===== src/rtl/decode_queue.sv =====
// decode_queue: RV32I(+M) decode stage feeding a DEPTH-entry bundle FIFO.
// Fetch words are decoded combinationally when accepted. The decoded bundle is
// written into the FIFO, and execute drains the FIFO over a valid/ready handshake.
//
// Ports:
//   clk, rst_n        clock, asynchronous active-low reset
//   flush             synchronous discard of all queued bundles
//   in_valid/in_ready fetch handshake; in_inst, in_pc fetched word and its PC
//   out_valid/out_ready execute handshake for the head bundle
//   out_flags         one-hot operation flags (M ops in the top 8 bits when EN_M=1)
//   out_rd/rs1/rs2    register fields; out_imm decoded immediate; out_pc bundle PC
//   out_illegal       head bundle is an illegal instruction
//   illegal_cnt       saturating count of illegal words accepted
module decode_queue #(
    parameter int DEPTH = 2,
    parameter int EN_M  = 0,
    parameter int PC_W  = 32,
    parameter int CNT_W = 8,
    localparam int FLAGS_W = 48 + 8 * EN_M
) (
    input  logic               clk,
    input  logic               rst_n,
    input  logic               flush,
    input  logic               in_valid,
    output logic               in_ready,
    input  logic [31:0]        in_inst,
    input  logic [PC_W-1:0]    in_pc,
    output logic               out_valid,
    input  logic               out_ready,
    output logic [FLAGS_W-1:0] out_flags,
    output logic [4:0]         out_rd,
    output logic [4:0]         out_rs1,
    output logic [4:0]         out_rs2,
    output logic [31:0]        out_imm,
    output logic [PC_W-1:0]    out_pc,
    output logic               out_illegal,
    output logic [CNT_W-1:0]   illegal_cnt
);
    localparam int AW = (DEPTH > 1) ? $clog2(DEPTH) : 1;

    // Flag bit positions in the base vector
    localparam int F_BNE = 47, F_BLTU = 46, F_BLT = 45, F_BGEU = 44, F_BGE = 43, F_BEQ = 42;
    localparam int F_ADDI = 41, F_SLTI = 40, F_SLTIU = 39, F_XORI = 38, F_ORI = 37, F_ANDI = 36;
    localparam int F_SLLI = 35, F_SRLI = 34, F_SRAI = 33;
    localparam int F_ADD = 32, F_SUB = 31, F_SLL = 30, F_SLT = 29, F_SLTU = 28, F_XOR = 27;
    localparam int F_OR = 26, F_AND = 25;
    localparam int F_LB = 24, F_LH = 23, F_LW = 22, F_LBU = 21, F_LHU = 20;
    localparam int F_SB = 19, F_SH = 18, F_SW = 17;
    localparam int F_CSRRW = 16, F_CSRRS = 15, F_CSRRC = 14, F_CSRRWI = 13, F_CSRRSI = 12;
    localparam int F_CSRRCI = 11, F_SRET = 10, F_WFI = 9, F_MRET = 8, F_ECALL = 7, F_EBREAK = 6;
    localparam int F_JALR = 5, F_JAL = 4, F_AUIPC = 3, F_LUI = 2, F_SRA = 1, F_SRL = 0;

    function automatic logic [CNT_W-1:0] sat_inc(input logic [CNT_W-1:0] v);
        return (&v) ? v : v + 1'b1;
    endfunction

    logic [4:0] opc;
    logic [2:0] f3;
    logic [6:0] f7;
    logic signed [31:0] imm_i, imm_s, imm_b, imm_u, imm_j;

    assign opc   = in_inst[6:2];
    assign f3    = in_inst[14:12];
    assign f7    = in_inst[31:25];
    assign imm_i = {{20{in_inst[31]}}, in_inst[31:20]};
    assign imm_s = {{20{in_inst[31]}}, in_inst[31:25], in_inst[11:7]};
    assign imm_b = {{19{in_inst[31]}}, in_inst[31], in_inst[7], in_inst[30:25], in_inst[11:8], 1'b0};
    assign imm_u = {in_inst[31:12], 12'b0};
    assign imm_j = {{11{in_inst[31]}}, in_inst[31], in_inst[19:12], in_inst[20], in_inst[30:21], 1'b0};

    // Stage p0: combinational decode of the word presented by fetch
    logic [FLAGS_W-1:0]  dec_flags_p0;
    logic [4:0]          dec_rd_p0, dec_rs1_p0, dec_rs2_p0;
    logic signed [31:0]  dec_imm_p0;
    logic                dec_ill_p0;

    always_comb begin
        dec_flags_p0 = '0;
        dec_rd_p0    = '0;
        dec_rs1_p0   = '0;
        dec_rs2_p0   = '0;
        dec_imm_p0   = '0;
        dec_ill_p0   = 1'b0;
        if (in_inst[1:0] != 2'b11) begin
            dec_ill_p0 = 1'b1;
        end else begin
            case (opc)
                5'b01101: begin dec_flags_p0[F_LUI]   = 1'b1; dec_rd_p0 = in_inst[11:7]; dec_imm_p0 = imm_u; end
                5'b00101: begin dec_flags_p0[F_AUIPC] = 1'b1; dec_rd_p0 = in_inst[11:7]; dec_imm_p0 = imm_u; end
                5'b11011: begin dec_flags_p0[F_JAL]   = 1'b1; dec_rd_p0 = in_inst[11:7]; dec_imm_p0 = imm_j; end
                5'b11001: begin
                    dec_flags_p0[F_JALR] = 1'b1;
                    dec_rd_p0  = in_inst[11:7];
                    dec_rs1_p0 = in_inst[19:15];
                    dec_imm_p0 = imm_i;
                    if (f3 != 3'b000) dec_ill_p0 = 1'b1;
                end
                5'b11000: begin
                    dec_rs1_p0 = in_inst[19:15];
                    dec_rs2_p0 = in_inst[24:20];
                    dec_imm_p0 = imm_b;
                    case (f3)
                        3'b000:  dec_flags_p0[F_BEQ]  = 1'b1;
                        3'b001:  dec_flags_p0[F_BNE]  = 1'b1;
                        3'b100:  dec_flags_p0[F_BLT]  = 1'b1;
                        3'b101:  dec_flags_p0[F_BGE]  = 1'b1;
                        3'b110:  dec_flags_p0[F_BLTU] = 1'b1;
                        3'b111:  dec_flags_p0[F_BGEU] = 1'b1;
                        default: dec_ill_p0 = 1'b1;
                    endcase
                end
                5'b00000: begin
                    dec_rd_p0  = in_inst[11:7];
                    dec_rs1_p0 = in_inst[19:15];
                    dec_imm_p0 = imm_i;
                    case (f3)
                        3'b000:  dec_flags_p0[F_LB]  = 1'b1;
                        3'b001:  dec_flags_p0[F_LH]  = 1'b1;
                        3'b010:  dec_flags_p0[F_LW]  = 1'b1;
                        3'b100:  dec_flags_p0[F_LBU] = 1'b1;
                        3'b101:  dec_flags_p0[F_LHU] = 1'b1;
                        default: dec_ill_p0 = 1'b1;
                    endcase
                end
                5'b01000: begin
                    dec_rs1_p0 = in_inst[19:15];
                    dec_rs2_p0 = in_inst[24:20];
                    dec_imm_p0 = imm_s;
                    case (f3)
                        3'b000:  dec_flags_p0[F_SB] = 1'b1;
                        3'b001:  dec_flags_p0[F_SH] = 1'b1;
                        3'b010:  dec_flags_p0[F_SW] = 1'b1;
                        default: dec_ill_p0 = 1'b1;
                    endcase
                end
                5'b00100: begin
                    dec_rd_p0  = in_inst[11:7];
                    dec_rs1_p0 = in_inst[19:15];
                    dec_imm_p0 = imm_i;
                    case (f3)
                        3'b000: dec_flags_p0[F_ADDI]  = 1'b1;
                        3'b010: dec_flags_p0[F_SLTI]  = 1'b1;
                        3'b011: dec_flags_p0[F_SLTIU] = 1'b1;
                        3'b100: dec_flags_p0[F_XORI]  = 1'b1;
                        3'b110: dec_flags_p0[F_ORI]   = 1'b1;
                        3'b111: dec_flags_p0[F_ANDI]  = 1'b1;
                        3'b001: begin
                            dec_imm_p0 = {27'b0, in_inst[24:20]};
                            if (f7 == 7'b0000000) dec_flags_p0[F_SLLI] = 1'b1;
                            else                  dec_ill_p0 = 1'b1;
                        end
                        default: begin
                            dec_imm_p0 = {27'b0, in_inst[24:20]};
                            if (f7 == 7'b0000000)      dec_flags_p0[F_SRLI] = 1'b1;
                            else if (f7 == 7'b0100000) dec_flags_p0[F_SRAI] = 1'b1;
                            else                       dec_ill_p0 = 1'b1;
                        end
                    endcase
                end
                5'b01100: begin
                    dec_rd_p0  = in_inst[11:7];
                    dec_rs1_p0 = in_inst[19:15];
                    dec_rs2_p0 = in_inst[24:20];
                    if (f7 == 7'b0000000) begin
                        case (f3)
                            3'b000:  dec_flags_p0[F_ADD]  = 1'b1;
                            3'b001:  dec_flags_p0[F_SLL]  = 1'b1;
                            3'b010:  dec_flags_p0[F_SLT]  = 1'b1;
                            3'b011:  dec_flags_p0[F_SLTU] = 1'b1;
                            3'b100:  dec_flags_p0[F_XOR]  = 1'b1;
                            3'b101:  dec_flags_p0[F_SRL]  = 1'b1;
                            3'b110:  dec_flags_p0[F_OR]   = 1'b1;
                            default: dec_flags_p0[F_AND]  = 1'b1;
                        endcase
                    end else if (f7 == 7'b0100000 && f3 == 3'b000) begin
                        dec_flags_p0[F_SUB] = 1'b1;
                    end else if (f7 == 7'b0100000 && f3 == 3'b101) begin
                        dec_flags_p0[F_SRA] = 1'b1;
                    end else if (f7 == 7'b0000001 && EN_M != 0) begin
                        // M ops occupy the top byte, mul at the MSB down to remu
                        dec_flags_p0[FLAGS_W-1 -: 8] = 8'b1000_0000 >> f3;
                    end else begin
                        dec_ill_p0 = 1'b1;
                    end
                end
                5'b00011: begin
                    if (f3 != 3'b000 && f3 != 3'b001) dec_ill_p0 = 1'b1;
                end
                5'b11100: begin
                    if (f3 == 3'b000) begin
                        case (in_inst)
                            32'h0000_0073: dec_flags_p0[F_ECALL]  = 1'b1;
                            32'h0010_0073: dec_flags_p0[F_EBREAK] = 1'b1;
                            32'h1020_0073: dec_flags_p0[F_SRET]   = 1'b1;
                            32'h1050_0073: dec_flags_p0[F_WFI]    = 1'b1;
                            32'h3020_0073: dec_flags_p0[F_MRET]   = 1'b1;
                            default:       dec_ill_p0 = 1'b1;
                        endcase
                    end else begin
                        // CSR ops: rs1 field doubles as zimm for the immediate forms
                        dec_rd_p0  = in_inst[11:7];
                        dec_rs1_p0 = in_inst[19:15];
                        dec_imm_p0 = {20'b0, in_inst[31:20]};
                        case (f3)
                            3'b001:  dec_flags_p0[F_CSRRW]  = 1'b1;
                            3'b010:  dec_flags_p0[F_CSRRS]  = 1'b1;
                            3'b011:  dec_flags_p0[F_CSRRC]  = 1'b1;
                            3'b101:  dec_flags_p0[F_CSRRWI] = 1'b1;
                            3'b110:  dec_flags_p0[F_CSRRSI] = 1'b1;
                            3'b111:  dec_flags_p0[F_CSRRCI] = 1'b1;
                            default: dec_ill_p0 = 1'b1;
                        endcase
                    end
                end
                default: dec_ill_p0 = 1'b1;
            endcase
        end
        if (dec_ill_p0) begin
            dec_flags_p0 = '0;
            dec_rd_p0    = '0;
            dec_rs1_p0   = '0;
            dec_rs2_p0   = '0;
            dec_imm_p0   = '0;
        end
    end

    // Stage p1: FIFO storage and pointer control
    logic [FLAGS_W-1:0]  fifo_flags_p1 [DEPTH];
    logic [4:0]          fifo_rd_p1    [DEPTH];
    logic [4:0]          fifo_rs1_p1   [DEPTH];
    logic [4:0]          fifo_rs2_p1   [DEPTH];
    logic signed [31:0]  fifo_imm_p1   [DEPTH];
    logic [PC_W-1:0]     fifo_pc_p1    [DEPTH];
    logic                fifo_ill_p1   [DEPTH];

    logic [AW-1:0] rd_ptr, wr_ptr;
    logic [AW:0]   count;
    logic          full, push, enq, pop;

    assign full      = (count == (AW+1)'(DEPTH));
    assign in_ready  = !full && !flush;
    assign push      = in_valid && in_ready;
    // All-zero words are bubbles: accepted from fetch but never stored or counted
    assign enq       = push && (in_inst != 32'h0);
    assign out_valid = (count != '0);
    assign pop       = out_valid && out_ready;

    always_ff @(posedge clk or negedge rst_n) begin
        if (!rst_n) begin
            rd_ptr      <= '0;
            wr_ptr      <= '0;
            count       <= '0;
            illegal_cnt <= '0;
        end else begin
            if (enq && dec_ill_p0) illegal_cnt <= sat_inc(illegal_cnt);
            if (flush) begin
                rd_ptr <= '0;
                wr_ptr <= '0;
                count  <= '0;
            end else begin
                if (enq) wr_ptr <= wr_ptr + 1'b1;
                if (pop) rd_ptr <= rd_ptr + 1'b1;
                if (enq && !pop)      count <= count + 1'b1;
                else if (!enq && pop) count <= count - 1'b1;
            end
        end
    end

    always_ff @(posedge clk) begin
        if (enq) begin
            fifo_flags_p1[wr_ptr] <= dec_flags_p0;
            fifo_rd_p1[wr_ptr]    <= dec_rd_p0;
            fifo_rs1_p1[wr_ptr]   <= dec_rs1_p0;
            fifo_rs2_p1[wr_ptr]   <= dec_rs2_p0;
            fifo_imm_p1[wr_ptr]   <= dec_imm_p0;
            fifo_pc_p1[wr_ptr]    <= in_pc;
            fifo_ill_p1[wr_ptr]   <= dec_ill_p0;
        end
    end

    // Data outputs are forced to zero whenever no bundle is presented
    assign out_flags   = out_valid ? fifo_flags_p1[rd_ptr] : '0;
    assign out_rd      = out_valid ? fifo_rd_p1[rd_ptr]    : '0;
    assign out_rs1     = out_valid ? fifo_rs1_p1[rd_ptr]   : '0;
    assign out_rs2     = out_valid ? fifo_rs2_p1[rd_ptr]   : '0;
    assign out_imm     = out_valid ? fifo_imm_p1[rd_ptr]   : '0;
    assign out_pc      = out_valid ? fifo_pc_p1[rd_ptr]    : '0;
    assign out_illegal = out_valid ? fifo_ill_p1[rd_ptr]   : 1'b0;

endmodule


===== config.mk =====
export PLATFORM = sky130hd
export DESIGN_NAME = decode_queue
export DESIGN_NICKNAME = d
export VERILOG_FILES = /design/src/rtl/decode_queue.sv
export SDC_FILE = /design/constraint.sdc
export NUM_CORES = 1
export LEC_CHECK = 0
export CORE_ASPECT_RATIO = 1.4
export CORE_MARGIN = 3
export CORE_UTILIZATION = 45
export CTS_CLUSTER_SIZE = 16
export DETAILED_ROUTE_END_ITERATION = 12
export GPL_ROUTABILITY_DRIVEN = 1
export GPL_TIMING_DRIVEN = 0
export PLACE_DENSITY = 0.7
export SLEW_MARGIN = 10
export SYNTH_ARGS = -nofsm -noshare
export SYNTH_HDL_FRONTEND = slang
export SYNTH_SLANG_ARGS = --single-unit
export TNS_END_PERCENT = 30

===== constraint.sdc =====
create_clock -name clk -period 10.5 [get_ports clk]
set_clock_uncertainty 0.1 [all_clocks]
set_input_delay 2.1 -clock clk [delete_from_list [all_inputs] [get_ports clk]]
set_output_delay 2.1 -clock clk [all_outputs]
set_load 0.05 [all_outputs]

* Word level (Yosys, flattened, before mapping) *
Memory sizes are Yosys's and may differ from the RTL's.
Index checks and enable logic that the tools add are counted.

operators by class
  bitwise operators = 1
  equality and inequality tests = 26
  multiplexer cells = 91
  add/subtract/negate cells = 5
  reductions and logical operators = 39

operator list
  cell                  count
  $pmux 32 s7           1
  $mux 32               5
  $mux 48               3
  $mux 5                14
  $eq 32x29->1 const B  2
  $mux 1                51
  $eq 32x21->1 const B  1
  $eq 32x30->1 const B  1
  $eq 32x7->1 const B   1
  $reduce_bool 32->1    1
  $reduce_or 6->1       4
  $reduce_or 7->1       3
  $eq 5x5->1 const B    4
  $pmux 5 s2            2
  $mux 6                3
  $eq 5x4->1 const B    3
  $eq 3x3->1 const B    4
  $mux 12               1
  $mux 11               1
  $eq 5x3->1 const B    2
  $logic_and 1x1->1     10
  $mux 2                5
  $reduce_or 5->1       2
  $mux 9                1
  other kinds (26)      37

storage, ports and cells
  memories kept = 7
  bits in writable memories = 256
  flip-flop bits (word level) = 12
  input bits = 69
  output and inout port bits = 138

memories
  name             words  width  read ports  clocked after memory_dff  write ports  RTL line  RTL
  fifo_flags_p1    2      48     1           0                         1            228       logic [FLAGS_W-1:0] fifo_flags_p1 [DEPTH];
  fifo_imm_p1      2      32     1           0                         1            232       logic signed [31:0] fifo_imm_p1 [DEPTH];
  fifo_pc_p1       2      32     1           0                         1            233       logic [PC_W-1:0] fifo_pc_p1 [DEPTH];
  fifo_rd_p1       2      5      1           0                         1            229       logic [4:0] fifo_rd_p1 [DEPTH];
  fifo_rs1_p1      2      5      1           0                         1            230       logic [4:0] fifo_rs1_p1 [DEPTH];
  fifo_rs2_p1      2      5      1           0                         1            231       logic [4:0] fifo_rs2_p1 [DEPTH];
  1 more memories  --     --     --          --                        --           --

* Depth between registers and ports, before layout *
Gate-level depths: netlist of run 1.

  word-level depth = 10
  mapped depth = 10
  gate-level depth less buffers = 7

* Least setup slack after synthesis of run 1 *
No wires, ideal clock.

  path type = input port to flip-flop
  from = in flush
  to = mem fifo_flags_p1[0][0] (netlist bit) (enable)
  arrival time = 9.046 ns
  buffers on the path = 1
  library setup time = 0.632 ns
  stages on the path = 4
  setup slack = 0.722 ns
  data required time = 9.768 ns
  cells stage by stage = a21oi_1 > o311a_1 > buf_6 > nor2b_1

between the ends
  longest elaborated chain between the ends = 6

ends and longest elaborated chain
  item                          RTL line  RTL
  start, declared               23        input logic flush,
  $logic_not 1->1               241       assign in_ready = !full && !flush;
  $logic_and 1x1->1             241
  $logic_and 1x1->1             242       assign push = in_valid && in_ready;
  $logic_and 1x1->1             244       assign enq = push && (in_inst != 32'h0);
  $mux 1                        270       if (enq) begin
  $mux 1 (not written as such)  271       fifo_flags_p1[wr_ptr] <= dec_flags_p0;
  end, declared                 228

Every way passes these cells.

* Worst setup path in the final report of run 1 *
  from = in flush
  to = out in_ready

between the ends
  longest elaborated chain between the ends = 2

ends and longest elaborated chain
  item               RTL line  RTL
  $logic_not 1->1    241
  $logic_and 1x1->1  241
  end, declared      25        output logic in_ready,

Every way passes these cells.

==> results of run 1 <==
-- cell usage in the layout (no fill, tap or decap), types with 3 or more instances in the layout --
master and n:
nor2b_1 4, and3_1 10, clkbuf_1 31, nor3_1 17
mux2_2 3, clkbuf_16 25, a31oi_1 3, mux2i_1 129
a32oi_1 3, o21ai_0 9, a21oi_1 28, or3_1 5
edfxtp_1 256, inv_1 5, buf_12 3, dfrtp_1 12
nand3b_1 3, buf_2 4, nor2_1 192, buf_6 4
xor2_1 6, buf_16 4, a22oi_1 4, nand4_1 3
nor4_1 4, clkdlybuf4s50_1 204, clkinv_1 7, nand2_1 43
and2_1 19, nand2b_1 5, buf_1 16, nand3_1 10
-- worst min path at each step --
stage | from | endpoint | slack [ps] | depth (start not counted)
4_1_cts | illegal_cnt[7] | illegal_cnt[7] | 430 | 1
2_1_floorplan | wr_ptr | wr_ptr | 420 | 2
5_1_grt | illegal_cnt[7] | illegal_cnt[7] | 450 | 1
3_5_place_dp | illegal_cnt[3] | illegal_cnt[3] | 420 | 1
6_report | illegal_cnt[7] | illegal_cnt[7] | 430 | 1
3_3_place_gp | illegal_cnt[7] | illegal_cnt[7] | 410 | 1
-- state kept, by name, indices dropped and copies added, names as in the netlist, 2 cells and up --
register and flops:
fifo_ill_p1 2, count 2, fifo_rs2_p1 10, fifo_rs1_p1 10
fifo_rd_p1 10, fifo_imm_p1 64, fifo_flags_p1 96, illegal_cnt 8
fifo_pc_p1 64
-- layer usage --
| metal | share of wire, % | vias to the layer above | track usage, % |
|---|---|---|---|
| li1 | - | 3609 | - |
| met1 | 39 | 3699 | 24.7 |
| met2 | 53 | 261 | 36.0 |
| met3 | 5.3 | 50 | 2.80 |
| met4 | 2.6 | 0 | 6.37 |
| met5 | 0 | - | 0 |
-- logic make-up (layout without fill, tap and decap cells) --
family	after synthesis	count (layout)	share of synthesized area, %
AND/OR/NAND/NOR	334	334	13.5
flip-flops	268	268	68.9
multiplexers	132	132	11.4
AO/OA/AOI/OAI	61	61	3.37
buffers and inverters	56	309	2.11
XOR/XNOR	8	8	0.604
adder cells (fa/ha/maj)	1	1	0.108
other	0	1	0
-- power breakdown --
part / leakage (nW) / total [mW] / switching (mW) / internal (mW)
logic: 1.90 / 0.463 / 0.302 / 0.161
registers: 2.33 / 1.24 / 0.0239 / 1.22
clock network: 0.347 / 0.817 / 0.360 / 0.457
total: 4.58 / 2.52 / 0.687 / 1.84
-- metrics by stage --
step / std cells / setup slack, ps / hold WS [ps] / util [%]
floorplan: 860 / 722 / 423 / -
global placement: 1379 / -2740 / 408 / 56.1
detailed placement: 1386 / 4430 / 419 / 56.8
CTS: 1428 / 4430 / 427 / 59.7
global route: 1429 / 4450 / 454 / 59.7
finish: 1429 / 4480 / 425 / 59.7
-- worst max-delay path, stage by stage --
cell and delay (ps):
clkdlybuf4s50_1 530, a21oi_1 320, clkdlybuf4s50_1 870
-- layout make-up --
type,count,area (um2)
Fill cell,2043,10100
Sequential cell,268,7990
Inverter,6,22.5
Timing Repair Buffer,211,2210
Clock buffer,30,644
Tap cell,315,394
Buffer,50,223
Multi-Input combinational cell,536,3370
Clock inverter,12,78.8
Antenna cell,1,2.50
==> results.py, run 1 <==
metrics = {
    "run_status": {
        "status": "complete, no violations",
    },
    "floorplan": {
        "dieArea_um2": 27800,
        "rows": 68,
        "core_area_um2": 25000,
        "die_w_um": 142,
        "pin_count": 207,
        "fp.dieH_um": 196,
        "initial_core_util_pct": 46.4,
    },
    "global_routing": {
        "grt_pass1_wl_um": 43300,
        "grt_pass1_vias": 7868,
        "grt_max_degree": 59,
        "gr-total-overflow": 0,
        "grt_util_all_layers_pct": 20.0,
        "antenna_found_initial": 1,
    },
    "timing": {
        "rsz0062_at_grt": "false",
        "fin_crit_ps": 6020,
        "setup_viol": 0,
        "max_freq_mhz": 166,
        "tns_ps": 0,
        "worst_pin_slew_ps": 1130,
        "hold_violations": 0,
        "fin_crit_sh_pct": 57.4,
        "slew_headroom_pct": 24.5,
        "slew_viol_final": 0,
    },
    "detailed_routing": {
        "viasPerCell": 5.33,
        "dr.pass1.iters": 5,
        "totalWireLength_um": 28700,
        "ant_nets": 0,
        "drt_iter0_drc": 476,
        "drc": 0,
        "routedWlPerCell_um": 20.1,
        "vias": 7619,
    },
    "yosys": {
        "synth_nets": 930,
        "synthesis.area_um2": 11600,
        "seq_area_frac_synth_pct": 68.9,
        "synth_edf_count": 256,
        "ys.flop_type": "edfxtp_1",
        "yosys-top-cells-area": "edfxtp_1, mux2i_1, nor2_1, dfrtp_1, nand2_1",
        "async_flop_share_pct": 4.48,
        "ys_types": 57,
        "yosysTopAreaCellShare_pct": 66.3,
        "synth.largest_area_cell": "edfxtp_1",
        "synth.most_common_cell": "edfxtp_1",
        "synthTopCellsByCount": "edfxtp_1, nor2_1, mux2i_1",
        "synthCells": 860,
        "ys_ff_latch": 268,
        "synth.avg_cell_area_um2": 13.5,
        "yosysWarnings": 0,
    },
    "clocking": {
        "cts_resized": 0,
        "tritoncts": "done",
        "clkTransAtPathRegs_ps": 60,
        "cts_hold_buf": 0,
        "htreeDepth": 1,
        "clock-root-buffer": "clkbuf_16",
        "clockBufferDepth": 3,
        "cts_buffers": 24,
        "clk_latency_ps": 510,
        "cts.sinks": 268,
        "postCtsSetupBuffers": 0,
    },
    "final_layout": {
        "drive_gt1_share_pct": 5.66,
        "layout.nets": 1167,
        "syn_to_final_growth_pct": 28.8,
        "fin_area_um2": 14900,
    },
    "worst_setup_path": {
        "critPathLaunchType": "input port",
        "r2r_cells": 8,
        "critPathArrivalTime_ps": 3820,
        "cp_max_fo": 7,
        "rr_endpoint": "fifo_pc_p1[0][10]",
        "r2r_slack_ps": 7470,
        "critical_path_required_ps": 8300,
        "startpoint": "flush",
        "critical_path_class": "in2out",
        "r2r-start": "count[1]",
        "end_kind": "output pin",
        "crit_end": "in_ready",
    },
    "placed_design": {
        "place_congestion": 0.908,
        "dpl.hpwl_um": 20400,
        "placed_cell_area_um2": 14200,
        "placement.io_buffers": 204,
    },
    "power_and_ir_drop": {
        "power.total_mw": 2.52,
        "leakage_nw": 4.58,
        "power_density_nw_per_um2": 169,
        "vdd_drop_max_v": 0.000134,
    },
    "job": {
        "cap_viol_max_count": 0,
    },
    "worst_hold_path": {
        "min_path_type": "reg2reg",
    },
}
No activity file was read; power rests on OpenSTA's default activity.
==> run 2, diff against run 1 <==
--- a/config.mk
+++ b/config.mk
@@ -12,7 +12,7 @@
 export DETAILED_ROUTE_END_ITERATION = 12
 export GPL_ROUTABILITY_DRIVEN = 1
 export GPL_TIMING_DRIVEN = 0
-export PLACE_DENSITY = 0.7
+export PLACE_DENSITY = 0.73
 export SLEW_MARGIN = 10
 export SYNTH_ARGS = -nofsm -noshare
 export SYNTH_HDL_FRONTEND = slang
==> constraint.sdc (replaced) <==
create_clock -name clk -period 4.8 [get_ports clk]
set_clock_uncertainty 0.1 [all_clocks]
set_input_delay 0.96 -clock clk [delete_from_list [all_inputs] [get_ports clk]]
set_output_delay 0.96 -clock clk [all_outputs]
set_load 0.05 [all_outputs]
==> results.py, run 2 (synthesized netlist as in run 1, its figures left out) <==
metrics = {
    "clocking": {
        "clockBufferDepth": 3,
        "clk_latency_ps": 520,
        "cts_hold_buf": 0,
        "cts.sinks": 268,
        "clock-root-buffer": "clkbuf_16",
        "postCtsSetupBuffers": 0,
        "cts_buffers": 26,
        "cts_resized": 0,
        "htreeDepth": 1,
        "tritoncts": "done",
        "clkTransAtPathRegs_ps": 60,
    },
    "placed_design": {
        "placement.io_buffers": 204,
        "dpl_worst_slack_ps": 326,
        "dpl.hpwl_um": 20300,
        "placed_cell_area_um2": 14200,
        "placed_cells_incl_taps": 1385,
        "place_congestion": 0.897,
    },
    "final_layout": {
        "fin_area_um2": 15100,
        "reg_top3": "fifo_flags_p1 (96), fifo_imm_p1 (64), fifo_pc_p1 (64)",
        "fin_cells": 1435,
        "layout_commonest_cell": "edfxtp_1",
        "regMostFlops": "fifo_flags_p1",
        "largest_reg_flops": 96,
        "drive_gt1_share_pct": 6.71,
        "final_cell_mix": "edfxtp_1, clkdlybuf4s50_1, nor2_1, mux2i_1, nand2_1",
        "syn_to_final_growth_pct": 30.2,
        "layout.nets": 1168,
    },
    "worst_setup_path": {
        "critPathArrivalTime_ps": 3510,
        "crit_path_top_delay_cell": "buf_1",
        "critical_path_class": "reg2out",
        "r2r_cells": 7,
        "critical_path_required_ps": 3740,
        "r2r-start": "count[1]",
        "slowest_delay_ps": 840,
        "crit_family": "buffers and inverters",
        "cp_max_fo": 10,
        "cp_cell_sequence": "clkbuf_1 -> buf_1 -> buf_1 -> mux2i_1 -> nor2_1 -> clkdlybuf4s50_1",
        "end_kind": "output pin",
        "path_buf_inv": 4,
        "critPathLaunchType": "flip-flop",
        "r2r_slack_ps": 1720,
        "cpMostUsedCell": "buf_1",
        "rr_endpoint": "fifo_pc_p1[0][7]",
    },
    "detailed_routing": {
        "dr.pass1.iters": 6,
        "drc": 0,
        "viasPerCell": 5.35,
        "totalWireLength_um": 28500,
        "ant_nets": 0,
        "vias": 7677,
        "drt_iter0_drc": 612,
        "routedWlPerCell_um": 19.8,
    },
    "power_and_ir_drop": {
        "power.total_mw": 5.88,
        "power_density_nw_per_um2": 389,
        "leakage_nw": 4.66,
        "vdd_drop_max_v": 0.000285,
    },
    "worst_hold_path": {
        "holdPathEnd": "illegal_cnt[5]",
        "whs_path_depth": 1,
        "hp-start": "illegal_cnt[5]",
        "min_path_type": "reg2reg",
    },
    "timing": {
        "slew_headroom_pct": 24.9,
        "worst_pin_slew_ps": 1130,
        "slew_viol_final": 0,
        "hold_violations": 0,
        "setup_slack_ps": 229,
        "fin_crit_ps": 4570,
        "max_freq_mhz": 219,
        "fin_crit_sh_pct": 95.2,
        "setup_viol": 0,
        "rsz0062_at_grt": "false",
    },
    "floorplan": {
        "pin_count": 207,
        "die_w_um": 142,
        "core_area_um2": 25000,
        "rows": 68,
        "dieArea_um2": 27800,
        "initial_core_util_pct": 46.4,
        "fp.dieH_um": 196,
    },
    "global_routing": {
        "grt_max_degree": 51,
        "grt_pass1_vias": 7793,
        "gr-total-overflow": 0,
        "antenna_found_initial": 2,
        "grt_util_all_layers_pct": 20.0,
        "grt_pass1_wl_um": 43100,
    },
    "job": {
        "cap_viol_max_count": 0,
    },
    "run_status": {
        "status": "complete, no violations",
    },
}
## run 2: cell types whose count changed in the layout (fill, tap and decap cells not counted), moves of 2 or more
| cell | previous run | this run |
|---|---|---|
| clkinv_4 | 0 | 2 |
| clkinv_2 | 2 | 5 |
| bufinv_16 | 1 | 5 |
| clkbuf_16 | 25 | 27 |
| clkbuf_1 | 31 | 29 |
| clkinv_1 | 7 | 2 |
| buf_16 | 4 | 2 |
| clkinvlp_4 | 1 | 3 |
## run 2: worst max-delay path by stage
| stage | end | startpoint | cells past startpoint | slack (ps) |
|---|---|---|---|---|
| 6_report | out_pc[22] | rd_ptr | 6 | 230 |
| 2_1_floorplan | fifo_flags_p1[1][0] | flush | 4 | -1000 |
| 5_1_grt | out_pc[28] | rd_ptr | 6 | 20 |
| 3_5_place_dp | fifo_pc_p1[0][7] | in_inst[29] | 10 | 330 |
| 3_3_place_gp | fifo_pc_p1[1][7] | in_inst[29] | 7 | -2920 |
| 4_1_cts | out_pc[22] | rd_ptr | 6 | 140 |
## run 2: area by class of cell
cell class	instances	area [um2]
diodes	2	5.00
plain buffers	50	223
clock buffers	30	687
clock inverters	18	231
fillers	2025	9910
inverters	6	22.5
multi-input cells	536	3370
flip-flops and latches	268	7990
well taps	315	394
repair buffers	210	2180
## run 2: layer usage
metal  up-vias  part of all wire [%]  global-route usage, %
met5         -                     0                      0
met4         0                   3.8                   8.29
met3        69                   6.2                   2.78
met2       314                    52                   35.7
met1      3673                    38                   24.3
li1       3621                     -                      -
## run 2: worst reg2reg max path, cell delays in order (launching register included)
cell and delay, ps:
dfrtp_1 430, a21oi_1 320, o311a_1 290, buf_6 160, nor2b_4 690, buf_12 300, buf_12 240, buf_12 210
## run 2: through the flow
stage / hold WS, ps / util [%] / TNS [ps]
after floorplan: 458 / - / -127500
final: 428 / 60.4 / 0
after detailed placement: 414 / 56.7 / 0
after global routing: 445 / 60.4 / 0
after CTS: 431 / 60.3 / 0
after global placement: 409 / 56.1 / -528880
## run 2: power by group
part	total, mW	switching [mW]	internal [mW]
logic	1.01	0.661	0.347
registers	2.72	0.0521	2.67
clock network	2.15	0.853	1.30
==> run 3, diff against run 2 <==
--- a/config.mk
+++ b/config.mk
@@ -13,7 +13,7 @@
 export GPL_ROUTABILITY_DRIVEN = 1
 export GPL_TIMING_DRIVEN = 0
 export PLACE_DENSITY = 0.73
-export SLEW_MARGIN = 10
+export SLEW_MARGIN = 20
 export SYNTH_ARGS = -nofsm -noshare
 export SYNTH_HDL_FRONTEND = slang
 export SYNTH_SLANG_ARGS = --single-unit
==> results.py, run 3 (synthesized netlist as in run 1, its figures left out) <==
metrics = {
    "worst_setup_path": {
        "path_buf_inv": 4,
        "crit_path_top_delay_cell": "clkdlybuf4s50_1",
        "worst-path-stages": 6,
        "crit_family": "buffers and inverters",
        "critical_path_class": "reg2out",
        "slowest_delay_ps": 830,
        "cp_cell_sequence": "clkbuf_1 -> clkbuf_1 -> buf_1 -> mux2i_1 -> nor2_1 -> clkdlybuf4s50_1",
        "end_kind": "output pin",
        "cpMostUsedCell": "clkbuf_1",
        "critical_path_required_ps": 3740,
        "r2r_cells": 6,
        "critPathArrivalTime_ps": 3530,
        "cp_max_fo": 10,
        "critPathLaunchType": "flip-flop",
    },
    "global_routing": {
        "antenna_found_initial": 2,
        "grt_util_all_layers_pct": 20.1,
        "gr-total-overflow": 0,
        "grt_pass1_vias": 7828,
        "grt_pass1_wl_um": 43300,
        "grt_max_degree": 51,
    },
    "final_layout": {
        "layout.nets": 1169,
        "drive_gt1_share_pct": 6.00,
        "multi_input_area_um2": 3370,
        "largest_reg_flops": 96,
        "reg_top3": "fifo_flags_p1 (96), fifo_imm_p1 (64), fifo_pc_p1 (64)",
        "regMostFlops": "fifo_flags_p1",
        "nFillCells": 2015,
        "syn_to_final_growth_pct": 29.5,
        "fin_cells": 1433,
        "final_cell_mix": "edfxtp_1, clkdlybuf4s50_1, nor2_1, mux2i_1, nand2_1",
        "register_area_um2": 7990,
        "layout_commonest_cell": "edfxtp_1",
    },
    "clocking": {
        "cts_resized": 0,
        "clk_latency_ps": 520,
        "cts_hold_buf": 0,
        "clockBufferDepth": 3,
        "tritoncts": "done",
        "clock-root-buffer": "clkbuf_16",
        "cts.sinks": 268,
        "cts_buffers": 26,
        "htreeDepth": 1,
        "postCtsSetupBuffers": 0,
        "clkTransAtPathRegs_ps": 60,
    },
    "floorplan": {
        "core_area_um2": 25000,
        "dieArea_um2": 27800,
        "pin_count": 207,
        "fp.dieH_um": 196,
        "die_w_um": 142,
        "initial_core_util_pct": 46.4,
        "rows": 68,
    },
    "power_and_ir_drop": {
        "power_density_nw_per_um2": 377,
        "leakage_nw": 4.62,
        "vdd_drop_max_v": 0.000267,
    },
    "placed_design": {
        "placement.io_buffers": 204,
        "dpl.hpwl_um": 20300,
        "placed_cells_incl_taps": 1386,
        "place_congestion": 0.897,
    },
    "detailed_routing": {
        "vias": 7732,
        "dr.pass1.iters": 5,
        "drt_iter0_drc": 498,
        "viasPerCell": 5.40,
        "ant_nets": 0,
        "totalWireLength_um": 28600,
        "drc": 0,
        "routedWlPerCell_um": 20.0,
    },
    "timing": {
        "fin_crit_ps": 4590,
        "setup_viol": 0,
        "worst_pin_slew_ps": 1110,
        "timing.hold.ws_ps": 431,
        "slew_viol_final": 0,
        "max_freq_mhz": 218,
        "rsz0062_at_grt": "false",
        "hold_violations": 0,
        "slew_headroom_pct": 26.3,
        "fin_crit_sh_pct": 95.5,
    },
    "worst_hold_path": {
        "whs_path_depth": 1,
        "min_path_type": "reg2reg",
    },
    "job": {
        "cap_viol_max_count": 0,
    },
    "run_status": {
        "status": "complete, no violations",
    },
}
-- run 3: cell types whose count changed in the layout (fill, tap and decap cells not counted) --
cell        change
clkinv_1        +4
bufinv_16       -3
buf_16          +2
clkbuf_1        +2
clkinv_4        -2
clkinvlp_4      -2
buf_12          -1
clkinv_2        -1
inv_6           -1
-- run 3: worst paths after layout --
check,slack [ps],endpoint,start
worst max-delay path,210,out_flags[20],rd_ptr
worst min-delay path,430,illegal_cnt[7],illegal_cnt[7]
worst max register to register,2150,fifo_pc_p1[0][7],count[1]
worst min register to register,430,illegal_cnt[7],illegal_cnt[7]
max in group asynchronous,3530,rd_ptr,rst_n
min in group asynchronous,700,illegal_cnt[6],rst_n
-- run 3: power by group --
group / switching (mW) / internal (mW)
logic: 0.664 / 0.351
clock network: 0.812 / 1.13
registers: 0.0524 / 2.67
total: 1.53 / 4.14
-- run 3: metrics by stage --
step	utilization [%]	setup TNS (ps)	setup slack (ps)	instance area (um2)	power, mW
floorplan	-	-127500	-996	11600	3.40
CTS	60.0	0	160	15000	5.73
finish	60.1	0	214	15000	5.67
detailed placement	56.8	0	497	14200	3.79
global placement	56.1	-528880	-2920	14000	3.76
global route	60.1	0	62.2	15000	5.88
-- run 3: routing by layer --
layer  vias up  GRT usage (%)  share of wire, %
met5         -              0                 0
met4         0           8.71               4.3
met3        69           2.63               6.3
met2       325           35.6                51
met1      3737           24.3                38
li1       3601              -                 -
-- run 3: layout make-up --
cell class	count	share of cell area, %
timing repair buffer	211	14.7
clock buffer	32	4.62
inverter	6	0.150
buffer	50	1.48
multi-input combinational	536	22.5
antenna	2	0.0333
tap	315	2.62
sequential	268	53.2
clock inverter	13	0.733
